[src/rtl/p2s_pkg.sv]
// Shared types and width helpers for the p2s_rr_sched round-robin serializer.
package p2s_pkg;

  typedef enum logic [1:0] {
    IDLE  = 2'd0,
    SHIFT = 2'd1,
    GAP   = 2'd2
  } state_e;

  // Index width for a range of n values; never narrower than one bit.
  function automatic int idx_w(input int n);
    return (n > 1) ? $clog2(n) : 1;
  endfunction

  function automatic int ch_w(input int n_req);
    return idx_w(n_req);
  endfunction

  function automatic int cnt_w(input int n_bits);
    return idx_w(n_bits);
  endfunction

  function automatic int gap_w(input int gap_cyc);
    return idx_w(gap_cyc);
  endfunction

endpackage

[src/rtl/p2s_rr_sched_if.sv]
// Producer-side request/data bundle and serial-lane outputs of p2s_rr_sched.
interface p2s_rr_sched_if
  import p2s_pkg::*;
#(
  parameter int width = 8,
  parameter int n_req = 4
);
  localparam int CH_W = ch_w(n_req);

  logic [n_req-1:0]       req;
  logic [n_req*width-1:0] data_in;
  logic [n_req-1:0]       req_ack;
  logic                   ser_out;
  logic                   ser_valid;
  logic                   ser_sync;
  logic [CH_W-1:0]        ser_ch;
  logic                   busy;

  modport master (
    output req, data_in,
    input  req_ack, ser_out, ser_valid, ser_sync, ser_ch, busy
  );

  modport slave (
    input  req, data_in,
    output req_ack, ser_out, ser_valid, ser_sync, ser_ch, busy
  );
endinterface

[src/rtl/p2s_rr_arb.sv]
// Round-robin arbiter: combinational search from the pointer upward with wrap;
// the pointer advances past the winner only when a grant is taken.
module p2s_rr_arb
  import p2s_pkg::*;
#(
  parameter int n_req = 4,
  parameter int CH_W  = ch_w(n_req)
) (
  input  logic             clk,
  input  logic             reset_n,
  input  logic [n_req-1:0] req,
  input  logic             arb_en,
  output logic             grant_valid,
  output logic [CH_W-1:0]  grant_idx
);

  logic [CH_W-1:0] ptr_r;
  logic [CH_W-1:0] cand_idx_s;
  logic            hit_s;
  int              cand_s;

  // First asserted request at or after the pointer, searching upward with wrap.
  always_comb begin
    grant_valid = 1'b0;
    grant_idx   = '0;
    cand_s      = 0;
    cand_idx_s  = '0;
    hit_s       = 1'b0;
    for (int i = 0; i < n_req; i++) begin
      cand_s      = int'(ptr_r) + i;
      cand_s      = (cand_s >= n_req) ? (cand_s - n_req) : cand_s;
      cand_idx_s  = CH_W'(cand_s);
      hit_s       = req[cand_idx_s] && !grant_valid;
      grant_idx   = hit_s ? cand_idx_s : grant_idx;
      grant_valid = grant_valid | req[cand_idx_s];
    end
  end

  // Pointer moves to winner+1 (mod n_req) on each granted arbitration.
  always_ff @(posedge clk or negedge reset_n) begin
    if (!reset_n) begin
      ptr_r <= '0;
    end else if (arb_en && grant_valid) begin
      ptr_r <= (grant_idx == CH_W'(n_req - 1)) ? '0 : (grant_idx + CH_W'(1));
    end
  end

endmodule

[src/rtl/p2s_rr_sched.sv]
// Round-robin parallel-to-serial scheduler: MSB-first words with sync marker,
// channel tag and idle gap. Define P2S_PARITY_EN to append an even-parity bit.
module p2s_rr_sched
  import p2s_pkg::*;
#(
  parameter int width   = 8,
  parameter int n_req   = 4,
  parameter int gap_cyc = 1
) (
  input logic           clk,
  input logic           reset_n,
  p2s_rr_sched_if.slave bus
);

`ifdef P2S_PARITY_EN
  localparam int N_BITS = width + 1;
`else
  localparam int N_BITS = width;
`endif
  localparam int CH_W     = ch_w(n_req);
  localparam int CNT_W    = cnt_w(N_BITS);
  localparam int GAP_W    = gap_w(gap_cyc);
  localparam int LAST_BIT = N_BITS - 1;
  localparam int GAP_LAST = (gap_cyc > 0) ? (gap_cyc - 1) : 0;
  localparam bit NO_GAP   = (gap_cyc == 0);

`ifdef P2S_PARITY_EN
  function automatic logic even_parity(input logic [width-1:0] w);
    return ^w;
  endfunction
`endif

  state_e             state_r;
  logic [CNT_W-1:0]   bit_cnt_r;
  logic [GAP_W-1:0]   gap_cnt_r;
  logic [width-1:0]   shreg_r;
  logic [n_req-1:0]   req_ack_r;
  logic               ser_out_r;
  logic               ser_valid_r;
  logic               ser_sync_r;
  logic [CH_W-1:0]    ser_ch_r;
  logic               busy_r;
`ifdef P2S_PARITY_EN
  logic               parity_r;
`endif

  logic               grant_valid_s;
  logic [CH_W-1:0]    grant_idx_s;
  logic               arb_pt_s;
  logic               last_bit_s;
  logic               gap_done_s;
  logic               next_bit_s;
  logic [width-1:0]   word_s;

  p2s_rr_arb #(.n_req(n_req), .CH_W(CH_W)) u_arb (
    .clk         (clk),
    .reset_n     (reset_n),
    .req         (bus.req),
    .arb_en      (arb_pt_s),
    .grant_valid (grant_valid_s),
    .grant_idx   (grant_idx_s)
  );

  // Arbitration-point decode and selection of the winner's word / next bit.
  always_comb begin
    last_bit_s = (bit_cnt_r == CNT_W'(LAST_BIT));
    gap_done_s = (gap_cnt_r == GAP_W'(GAP_LAST));
    word_s     = bus.data_in[int'(grant_idx_s)*width +: width];
`ifdef P2S_PARITY_EN
    next_bit_s = (bit_cnt_r == CNT_W'(width - 1)) ? parity_r : shreg_r[width-1];
`else
    next_bit_s = shreg_r[width-1];
`endif
    arb_pt_s   = 1'b0;
    case (state_r)
      IDLE:    arb_pt_s = 1'b1;
      SHIFT:   arb_pt_s = last_bit_s && NO_GAP;
      GAP:     arb_pt_s = gap_done_s;
      default: arb_pt_s = 1'b1;
    endcase
  end

  // Sequencer: capture on grant, shift out, gap, and all registered outputs.
  always_ff @(posedge clk or negedge reset_n) begin
    if (!reset_n) begin
      state_r     <= IDLE;
      bit_cnt_r   <= '0;
      gap_cnt_r   <= '0;
      shreg_r     <= '0;
      req_ack_r   <= '0;
      ser_out_r   <= 1'b0;
      ser_valid_r <= 1'b0;
      ser_sync_r  <= 1'b0;
      ser_ch_r    <= '0;
      busy_r      <= 1'b0;
`ifdef P2S_PARITY_EN
      parity_r    <= 1'b0;
`endif
    end else begin
      req_ack_r  <= '0;
      ser_sync_r <= 1'b0;
      if (arb_pt_s) begin
        if (grant_valid_s) begin
          state_r                <= SHIFT;
          bit_cnt_r              <= '0;
          gap_cnt_r              <= '0;
          shreg_r                <= {word_s[width-2:0], 1'b0};
          req_ack_r[grant_idx_s] <= 1'b1;
          ser_out_r              <= word_s[width-1];
          ser_valid_r            <= 1'b1;
          ser_sync_r             <= 1'b1;
          ser_ch_r               <= grant_idx_s;
          busy_r                 <= 1'b1;
`ifdef P2S_PARITY_EN
          parity_r               <= even_parity(word_s);
`endif
        end else begin
          state_r     <= IDLE;
          bit_cnt_r   <= '0;
          gap_cnt_r   <= '0;
          ser_out_r   <= 1'b0;
          ser_valid_r <= 1'b0;
          busy_r      <= 1'b0;
        end
      end else begin
        case (state_r)
          SHIFT: begin
            if (!last_bit_s) begin
              bit_cnt_r <= bit_cnt_r + CNT_W'(1);
              ser_out_r <= next_bit_s;
              shreg_r   <= {shreg_r[width-2:0], 1'b0};
            end else begin
              state_r     <= GAP;
              bit_cnt_r   <= '0;
              gap_cnt_r   <= '0;
              ser_out_r   <= 1'b0;
              ser_valid_r <= 1'b0;
            end
          end
          GAP: gap_cnt_r <= gap_cnt_r + GAP_W'(1);
          default: begin
            state_r     <= IDLE;
            ser_out_r   <= 1'b0;
            ser_valid_r <= 1'b0;
            busy_r      <= 1'b0;
          end
        endcase
      end
    end
  end

  assign bus.req_ack   = req_ack_r;
  assign bus.ser_out   = ser_out_r;
  assign bus.ser_valid = ser_valid_r;
  assign bus.ser_sync  = ser_sync_r;
  assign bus.ser_ch    = ser_ch_r;
  assign bus.busy      = busy_r;

endmodule

[src/flat_wrapper.sv]
// flat-port wrapper written by rule: the top's interface ports become plain ports
module p2s_rr_sched_flat import p2s_pkg::*;
#(
  parameter int width   = 8,
  parameter int n_req   = 4,
  parameter int gap_cyc = 1
)
  (clk, reset_n, bus_req, bus_data_in, bus_req_ack, bus_ser_out, bus_ser_valid, bus_ser_sync, bus_ser_ch, bus_busy);
  p2s_rr_sched_if #(.width(width), .n_req(n_req)) bus_i ();
  input logic clk;
  input logic reset_n;
  input wire logic [$bits(bus_i.req)-1:0] bus_req;
  input wire logic [$bits(bus_i.data_in)-1:0] bus_data_in;
  output wire logic [$bits(bus_i.req_ack)-1:0] bus_req_ack;
  output wire logic [$bits(bus_i.ser_out)-1:0] bus_ser_out;
  output wire logic [$bits(bus_i.ser_valid)-1:0] bus_ser_valid;
  output wire logic [$bits(bus_i.ser_sync)-1:0] bus_ser_sync;
  output wire logic [$bits(bus_i.ser_ch)-1:0] bus_ser_ch;
  output wire logic [$bits(bus_i.busy)-1:0] bus_busy;
  assign bus_i.req = bus_req;
  assign bus_i.data_in = bus_data_in;
  assign bus_req_ack = bus_i.req_ack;
  assign bus_ser_out = bus_i.ser_out;
  assign bus_ser_valid = bus_i.ser_valid;
  assign bus_ser_sync = bus_i.ser_sync;
  assign bus_ser_ch = bus_i.ser_ch;
  assign bus_busy = bus_i.busy;
  p2s_rr_sched #(.width(width), .n_req(n_req), .gap_cyc(gap_cyc)) u_core (.clk(clk), .reset_n(reset_n), .bus(bus_i));
endmodule
[config.mk]
export PLATFORM = sky130hd
export DESIGN_NAME = p2s_rr_sched_flat
export DESIGN_NICKNAME = d
export VERILOG_FILES = /design/src/rtl/p2s_pkg.sv /design/src/rtl/p2s_rr_sched_if.sv /design/src/rtl/p2s_rr_arb.sv /design/src/rtl/p2s_rr_sched.sv /design/src/flat_wrapper.sv
export SDC_FILE = /design/constraint.sdc
export NUM_CORES = 1
export LEC_CHECK = 0
export ABC_CLOCK_PERIOD_IN_PS = 4600
export CAP_MARGIN = 20
export CORE_UTILIZATION = 45
export DETAILED_ROUTE_END_ITERATION = 12
export MAX_ROUTING_LAYER = met4
export PLACE_DENSITY = 0.82
export SLEW_MARGIN = 15
export SYNTH_ARGS = -nofsm -noshare
export SYNTH_HDL_FRONTEND = slang
export SYNTH_SLANG_ARGS = --single-unit
[constraint.sdc]
create_clock -name clk -period 4.6 [get_ports clk]
set_input_delay 1.38 -clock clk [delete_from_list [all_inputs] [get_ports clk]]
set_output_delay 1.38 -clock clk [all_outputs]
set_load 0.01 [all_outputs]
==> results.py <==
metrics = {
    "outcome": {
        "status": "completed",
    },
    "finish": {
        "fin_area_um2": 2050,
        "antenna-diode-count": 0,
        "fin_cells": 244,
        "fin_nets": 247,
        "drive_gt1_frac": 0.130,
        "final_util": 0.660,
        "areaGrowthSynthToFinish_pct": 36.6,
    },
    "routing": {
        "wire_per_inst_um": 13.3,
        "first_pass_iters": 4,
        "drt_iter0_drc": 29,
        "totalWireLength_mm": 3.24,
        "vias": 1279,
        "antenna_left": 0,
        "drcViolationCount": 0,
        "vias_per_cell": 5.24,
    },
    "worst_setup_path": {
        "cp.arrival_ns": 3.59,
        "r2r_end": "u_core.shreg_r[5]$_DFFE_PN0P_",
        "critPathCaptureType": "flop",
        "rrSetupSlack_ns": 2.28,
        "critPathSlowestCell": "nor4_1",
        "max_stage_delay_ns": 0.54,
        "crit_type": "in -> reg",
        "cp_num_buf_inv": 2,
        "setup.worst_path.start": "bus_req[3]",
        "path_depth": 8,
        "crit_path_start_kind": "input port",
        "critPathCapture": "u_core.shreg_r[5]$_DFFE_PN0P_",
        "r2r.worst_path.cells": 9,
        "critPathTopFamily": "simple AND/OR/NAND/NOR gates",
        "path_cells": "clkdlybuf4s50_1 -> nor4_1 -> or2_4 -> inv_2 -> a21oi_2 -> nor2_1 -> a21oi_1 -> o21ai_1",
        "worstPathRequired_ns": 4.81,
        "critPathMaxFanout": 14,
        "timing.rr.start": "u_core.state_r[0]$_DFFE_PN0P_",
    },
    "yosys": {
        "synth_nets": 199,
        "netlist_area_um2": 1500,
        "yosysUniqueCellTypes": 35,
        "synth_edf_count": 0,
        "synth_flop_cell": "dfrtp_1",
        "ys_async_sr_fraction": 1.00,
        "yosysSeqAreaShare": 0.401,
        "synth_warnings": 0,
        "synthCells": 153,
        "ys_ff_latch": 24,
        "avgSynthCellArea_um2": 9.80,
    },
    "clock_network": {
        "cts_buffers": 3,
        "postCtsResizedCells": 0,
        "root_buffer": "clkbuf_4",
        "htree_levels": 1,
        "cts_setup_buffers": 0,
        "clock_latency_ns": 0.32,
        "cts_hold_buf": 0,
        "clockBufferDepth": 2,
        "clk_transition_reported_paths_ns": 0.14,
        "cts.sinks": 24,
        "cts_tree": "built",
    },
    "floorplanning": {
        "die_y_um": 59.7,
        "die_w_um": 59.7,
        "fp.coreArea_um2": 3100,
        "dieArea_um2": 3570,
        "fp-row-count": 20,
        "initial_core_util": 0.483,
        "io_pins": 48,
    },
    "flow_run": {
        "cap_violations": 0,
    },
    "sta": {
        "tns_ns": 0,
        "slew_violations": 0,
        "rsz0062_at_grt": "false",
        "min_period_ns": 3.37,
        "finalClockSkew_ns": 0.00563,
        "worstMarginPinSlew_ns": 0.610,
        "period_share": 0.733,
        "finalHoldViolations": 0,
        "setup_viol": 0,
        "relSlewSlack": 0.593,
        "fmaxAchievable_mhz": 296,
        "timing.hold.ws_ns": 0.506,
    },
    "placed_design": {
        "placed_area_um2": 2000,
        "hpwl_mm": 2.55,
        "dpl.cell_count": 240,
        "port_buffers": 47,
        "gp_congestion": 0.821,
    },
    "global_routing": {
        "grt_max_degree": 25,
        "grt_pass1_vias": 1302,
        "overflow": 0,
        "grt_pass1_wl_mm": 5.53,
        "antenna_found_initial": 0,
        "track_usage": 0.211,
    },
    "power": {
        "ir_worst_vdd_mv": 0.239,
        "p_leak_nw": 0.913,
        "p_per_area_nw_per_um2": 544,
    },
    "min_path": {
        "min_path_type": "reg -> reg",
    },
}
## registers in the layout, indices dropped and copies added, names as in the netlist
signal	cells
u_core.shreg_r	7
u_core.bus.req_ack	4
u_core.bit_cnt_r	3
u_core.bus.ser_ch	2
u_core.state_r	2
u_core.u_arb.ptr_r	2
u_core.bus.busy	1
u_core.bus.ser_out	1
u_core.bus.ser_sync	1
u_core.gap_cnt_r	1
## routing by layer
layer	vias to the layer above	share of wire	GRT usage
li1	629	-	-
met1	592	0.42	0.232
met2	46	0.50	0.373
met3	12	0.044	0.0260
met4	0	0.034	0.106
met5	-	0	-
## Yosys cell counts, types with 3 or more instances
library cell	count	area [um^2]
dfrtp_1	24	601
ha_1	8	100
nand2_1	19	71.3
o21ai_0	7	35.0
and2_1	4	25.0
a32o_1	3	30.0
mux2i_1	14	140
nor2_1	11	41.3
a21oi_1	11	55.1
o21ai_1	6	30.0
nand2b_1	3	18.8
nand3_1	3	15.0
inv_1	9	33.8
mux2_2	7	78.8
## area by class of cell
class,instances,area [um^2]
Sequential cell,24,601
Inverter,10,37.5
Fill cell,280,1050
Timing Repair Buffer,48,473
Multi-Input combinational cell,114,830
Clock buffer,3,22.5
Clock inverter,1,30.0
Tap cell,44,55.1
## placed cells by master, fill, tap and decap left out, types with 2 or more instances in the layout
cell and count:
inv_1 9, clkbuf_4 3, nor2_1 11, mux2_4 2, and2_1 4, nand2b_1 3
nand3_1 3, dfrtp_1 24, clkdlybuf4s50_1 46, a21oi_1 11, ha_1 8, o21ai_0 7
mux2i_1 14, nand2_1 19, a32o_1 3, o21ai_1 6, mux2_2 7
## metrics by stage
| step | total power [mW] | setup WS, ns |
|---|---|---|
| finish | 1.11 | 1.23 |
| detailed placement | 0.966 | 0.858 |
| global route | 1.21 | 0.954 |
| global placement | 0.940 | 0.968 |
| CTS | 1.12 | 1.18 |
| floorplan | 0.781 | 1.85 |
## how the worst min path moves through the flow
stage	from	to	slack, ns	cells past startpoint
3_3_place_gp	u_core.bus.ser_ch[0]$_DFFE_PN0P_	u_core.bus.ser_ch[0]$_DFFE_PN0P_	0.47	2
5_1_grt	u_core.bit_cnt_r[2]$_DFFE_PN0P_	u_core.bit_cnt_r[2]$_DFFE_PN0P_	0.53	1
3_5_place_dp	u_core.bus.ser_ch[1]$_DFFE_PN0P_	u_core.bus.ser_ch[1]$_DFFE_PN0P_	0.48	2
6_report	u_core.bus.ser_ch[1]$_DFFE_PN0P_	u_core.bus.ser_ch[1]$_DFFE_PN0P_	0.51	2
2_1_floorplan	u_core.bit_cnt_r[0]$_DFFE_PN0P_	u_core.bit_cnt_r[0]$_DFFE_PN0P_	0.46	1
4_1_cts	u_core.bus.ser_ch[1]$_DFFE_PN0P_	u_core.bus.ser_ch[1]$_DFFE_PN0P_	0.51	2
## cell families (layout without fill, tap and decap cells)
logic type,Yosys count,in the layout,synth area share
AO/OA/AOI/OAI,36,36,0.164
adder cells (fa/ha/maj),8,8,0.0668
buffers and inverters,15,62,0.0492
flip-flops,24,24,0.401
multiplexers,23,23,0.166
AND/OR/NAND/NOR,47,47,0.154
## worst reg2reg max path, delay by kind of cell, from the launching register on
kind	cells	cell delay (ns)
compound gates	3	0.63
fa+ha+maj	1	0.34
buf+inv	2	0.20
flops	1	0.44
mux	1	0.28
simple gates	2	0.33
## where the power goes
part           leakage, nW  internal, mW  switching [mW]
Combinational        0.581         0.298           0.308
Clock               0.0279        0.0881          0.0660
Sequential           0.304         0.302          0.0529
Total                0.913         0.688           0.426
(Power assumes the default switching activity.)
